--- config.mk ---
export PLATFORM = sky130hd
export DESIGN_NAME = ycbcr2rgb
export DESIGN_NICKNAME = d
export VERILOG_FILES = /design/src/rtl/ycbcr2rgb.sv
export SDC_FILE = /design/constraint.sdc
export NUM_CORES = 2
export LEC_CHECK = 0
export BUFFER_PORTS_ARGS = -buffer_cell sky130_fd_sc_hd__buf_2
export CAP_MARGIN = 20
export CORE_MARGIN = 5
export CORE_UTILIZATION = 45
export CTS_CLUSTER_SIZE = 12
export DETAILED_ROUTE_END_ITERATION = 16
export PLACE_DENSITY_LB_ADDON = 0.25
export SETUP_SLACK_MARGIN = 0.4
export SLEW_MARGIN = 20
export SYNTH_ARGS = -nofsm -noshare
export SYNTH_HDL_FRONTEND = slang
export SYNTH_SLANG_ARGS = --single-unit
--- constraint.sdc ---
create_clock -name clk -period 16 [get_ports clk]
set_clock_uncertainty 0.2 [all_clocks]
set_input_delay 1.6 -clock clk [delete_from_list [all_inputs] [get_ports clk]]
set_output_delay 1.6 -clock clk [all_outputs]
set_load 0.05 [all_outputs]
--- src/rtl/ycbcr2rgb.sv ---
// ycbcr2rgb: 4-stage YCbCr to RGB converter with runtime coefficients, saturation and blanking.
// Define YCBCR2RGB_ROUND_EN for round-half-up; default truncates toward minus infinity.
module ycbcr2rgb (
  input  logic               clk,
  input  logic               rst_n,
  input  logic signed [17:0] k_rcr_i,
  input  logic signed [17:0] k_gcb_i,
  input  logic signed [17:0] k_gcr_i,
  input  logic signed [17:0] k_bcb_i,
  input  logic               dv_i,
  input  logic               hs_i,
  input  logic               vs_i,
  input  logic        [7:0]  y_i,
  input  logic        [7:0]  cb_i,
  input  logic        [7:0]  cr_i,
  output logic               dv_o,
  output logic               hs_o,
  output logic               vs_o,
  output logic        [7:0]  r_o,
  output logic        [7:0]  g_o,
  output logic        [7:0]  b_o
);
`ifdef YCBCR2RGB_ROUND_EN
  localparam logic signed [28:0] RND = 29'sd16384;
`else
  localparam logic signed [28:0] RND = 29'sd0;
`endif
  logic [3:0][2:0] fr;
  logic [7:0] y1, y2;
  logic signed [8:0] cbd1, crd1;
  logic signed [17:0] krcr1, kgcb1, kgcr1, kbcb1;
  logic signed [26:0] pr2, pgb2, pgr2, pb2;
  logic signed [28:0] sr3, sg3, sb3, ys2;
  function automatic logic [7:0] sat(input logic signed [28:0] s);
    return s[28] ? 8'd0 : (|s[27:23]) ? 8'd255 : s[22:15];
  endfunction
  assign ys2 = {6'd0, y2, 15'd0};
  assign {dv_o, hs_o, vs_o} = fr[3];
  always_ff @(posedge clk or negedge rst_n)
    if (!rst_n) begin
      fr <= '0;
      y1 <= '0;
      y2 <= '0;
      cbd1 <= '0;
      crd1 <= '0;
      krcr1 <= '0;
      kgcb1 <= '0;
      kgcr1 <= '0;
      kbcb1 <= '0;
      pr2 <= '0;
      pgb2 <= '0;
      pgr2 <= '0;
      pb2 <= '0;
      sr3 <= '0;
      sg3 <= '0;
      sb3 <= '0;
      r_o <= '0;
      g_o <= '0;
      b_o <= '0;
    end else begin
      fr <= {fr[2:0], {dv_i, hs_i, vs_i}};
      y1 <= y_i;
      cbd1 <= $signed({1'b0, cb_i}) - 9'sd128;
      crd1 <= $signed({1'b0, cr_i}) - 9'sd128;
      krcr1 <= k_rcr_i;
      kgcb1 <= k_gcb_i;
      kgcr1 <= k_gcr_i;
      kbcb1 <= k_bcb_i;
      y2 <= y1;
      pr2 <= 27'(crd1) * 27'(krcr1);
      pgb2 <= 27'(cbd1) * 27'(kgcb1);
      pgr2 <= 27'(crd1) * 27'(kgcr1);
      pb2 <= 27'(cbd1) * 27'(kbcb1);
      sr3 <= ys2 + 29'(pr2) + RND;
      sg3 <= ys2 - 29'(pgb2) - 29'(pgr2) + RND;
      sb3 <= ys2 + 29'(pb2) + RND;
      // blanking keyed to the dv that travels alongside this stage
      r_o <= fr[2][2] ? sat(sr3) : 8'd0;
      g_o <= fr[2][2] ? sat(sg3) : 8'd0;
      b_o <= fr[2][2] ? sat(sb3) : 8'd0;
    end
endmodule

==> flow_metrics.tcl <==
set metrics [dict create \
    wl_met1_microns 26800 \
    cts_hold_buf 0 \
    start_util 0.452 \
    synth-edff-count 0 \
    dr_wl_met2_microns 32200 \
    io_pins 128 \
    dieHeight_microns 267 \
    dpl.hpwl_microns 48400 \
    clkLatencyLatePin_ns 0.57 \
    critical_path.endpoint "pr2[26]" \
    grt_pass1_wl_microns 108000 \
    layout-drive-gt1-share 0.0729 \
    postLayoutCellArea_sq_um 32400 \
    reg2regPathDepth 18 \
    nets 3824 \
    viasPerCell 5.01 \
    drt_first_pass_iters 5 \
    clk_path_buf_depth 3 \
    ctsHtreeMaxLevel 2 \
    finalPower_w 0.00614 \
    yosysTopAreaCell "fa_1" \
    wl_met3_microns 2230 \
    p_leak_nw 16.6 \
    clock-sinks 258 \
    crit_slowest_cell "buf_4" \
    grt_pass1_vias 21600 \
    regToRegSetupSlack_ns 9.94 \
    synth_seq_area_share 0.218 \
    status "completed" \
    drt_iter0_drc 724 \
    max_freq_mhz 165 \
    fin_cells 3799 \
    die_x_microns 267 \
    post_drt_wl_per_cell_microns 16.5 \
    rsz0062_at_grt "false" \
    synth.top_cell.area_share 0.368 \
    synthArstFlopShare 1.00 \
    cts_resized 0 \
    antenna_left 0 \
    synth_nets 3731 \
    synth_cell_types 57 \
    r2r-start "crd1[7]" \
    crit_type "reg2reg" \
    antenna_found_initial 1 \
    ir_drop_v 0.000108 \
    synth_area_sq_um 29600 \
    setup_tns_ns 0 \
    clk_pin_slew_worst_paths_ns 0.06 \
    synthFlopType "dfrtp_1" \
    totalWireLength_microns 62800 \
    vias 19000 \
    routabilityCongestion 0.831 \
    setup_viol 0 \
    cp_data_required_time_ns 16.23 \
    cts_tree "yes" \
    finalCriticalPeriod_ns 6.06 \
    synth_warnings 0 \
    row_count 94 \
    crit_path_max_fanout 74 \
    hold_violations 0 \
    post_cts_buffers 0 \
    cp_cell_sequence "buf_4 > nand2_1 > fa_1 > fa_1 > inv_1 > fa_1 > fa_1 > fa_1 > ha_1 > a211oi_1 > o21ai_0 > o21ai_0 > o21ai_1 > a221o_1 > o41a_1 > a21oi_1 > o21bai_1 > xnor2_1" \
    grtUsageTotal 0.185 \
    worst-slew-pin-transition_ns 0.717 \
    clockRootBuffer "clkbuf_16" \
    syn_area_per_cell_sq_um 10.5 \
    synth_cells 2816 \
    critPathLaunch "crd1[7]" \
    drc_errors 0 \
    port-buffer-count 127 \
    rr_endpoint "pr2[26]" \
    final.period_utilization 0.379 \
    final_max_slew_viol_count 0 \
    synth.area.top_cells "fa_1, dfrtp_1, ha_1" \
    die_area_sq_um 71000 \
    grt_overflow 0 \
    slew_headroom 0.521 \
    numCtsBuffers 36 \
    maxCapViolCount 0 \
    coreArea_sq_um 65500 \
    top_layer "met4" \
    dp_cells 3734 \
    startpoint_type "register" \
    cp-end-kind "register" \
    critPathArrivalTime_ns 6.29 \
    cp_common_cell "fa_1" \
    min_path_type "reg2reg" \
    grt_max_degree 185 \
    power_density_nw_per_um2 190 \
    slowest_delay_ns 0.53 \
    area_growth_pct 9.36 \
    placed_area_sq_um 31100 \
    ys_seq_elements 258 \
]
metal layers:
| metal | track usage | vias to the layer above |
|---|---|---|
| li1 | - | 8737 |
| met1 | 0.244 | 9928 |
| met2 | 0.326 | 274 |
| met3 | 0.0256 | 87 |
| met4 | 0.0471 | 0 |
| met5 | 0 | - |
sequential cells by signal, indices dropped and copies added (netlist names):
register and flops:
pgb2 27, kbcb1 18, kgcb1 18, sg3 14, r_o 8, kgcr1 18, pr2 12, g_o 8
crd1 8, y2 8, pb2 12, y1 8, cbd1 8, fr 9, sr3 13, vs_o 1
hs_o 1, krcr1 18, b_o 8, dv_o 1, sb3 13, pgr2 27
power by group:
part / leakage (nW) / switching [W] / internal, W / total, W
clock network: 0.591 / 0.000319 / 0.000507 / 0.000826
logic: 13.0 / 0.00237 / 0.00194 / 0.00431
registers: 3.04 / 0.000100 / 0.000905 / 0.00100
cells in the mapped netlist, types with 4 or more instances:
cell,instances
fa_1,544
inv_1,493
nand2_1,315
and2_1,286
ha_1,270
dfrtp_1,258
xnor2_1,93
clkbuf_1,80
nor2b_1,76
nor2_1,66
a21oi_1,61
a21o_1,34
o21a_1,30
o21ai_0,28
xor2_1,27
nor3_1,21
nand3_1,17
nand2b_1,16
a211oi_1,12
buf_1,10
and3_1,9
o21bai_1,9
nand4_1,6
a21boi_0,5
or3_1,4
worst max-delay path: cells and delay by family (launching register included):
kind            cells  cell delay, ns
fa+ha+maj           6            2.63
buf+inv             2            0.58
xor+xnor            1            0.13
compound gates      8            1.88
simple gates        1            0.17
flops               1            0.32
logic make-up (layout without fill, tap and decap cells):
family | count (synthesis) | after routing | share of synthesized area
xor gates and xnor gates | 120 | 120 | 0.0355
and+or+nand+nor | 825 | 825 | 0.141
DFF | 258 | 258 | 0.218
adders and majority gates | 814 | 814 | 0.482
AOI/OAI and AO/OA | 216 | 216 | 0.0497
other | 0 | 1 | 0
buffers and inverters | 583 | 701 | 0.0739
through the flow:
step,hold slack [ns],utilization,setup WS (ns)
2_1_floorplan,0.131,-,10.34
3_3_place_gp,0.132,0.475,10.06
3_5_place_dp,0.136,0.475,9.97
4_1_cts,0.145,0.494,9.93
5_1_grt,0.152,0.494,9.60
6_report,0.142,0.494,9.94
layout by cell type, fill, tap and decap left out, types with 37 or more instances in the layout:
cell,Yosys,layout
nor2_1,66,66
nor2b_1,76,76
clkbuf_16,0,37
and2_1,286,286
a21oi_1,61,61
dfrtp_1,258,258
inv_1,493,493
buf_2,0,126
xnor2_1,93,93
ha_1,270,270
fa_1,544,544
nand2_1,315,315
cell type report:
| type | instances | area, sq um |
|---|---|---|
| Fill cell | 5915 | 33100 |
| Sequential cell | 258 | 6460 |
| Multi-Input combinational cell | 1975 | 21000 |
| Clock buffer | 50 | 1040 |
| Timing Repair Buffer | 145 | 813 |
| Inverter | 493 | 1850 |
| Tap cell | 864 | 1080 |
| Clock inverter | 13 | 168 |
| Antenna cell | 1 | 2.50 |
worst min-delay path by stage:
| stage | startpoint | end | cells after the start |
|---|---|---|---|
| 3_5_place_dp | fr[3] | fr[6] | 0 |
| 6_report | fr[2] | fr[5] | 0 |
| 3_3_place_gp | fr[3] | fr[6] | 0 |
| 2_1_floorplan | fr[0] | fr[3] | 0 |
| 5_1_grt | y1[1] | y2[1] | 0 |
| 4_1_cts | fr[2] | fr[5] | 0 |
No activity file was read; power rests on OpenSTA's default activity.
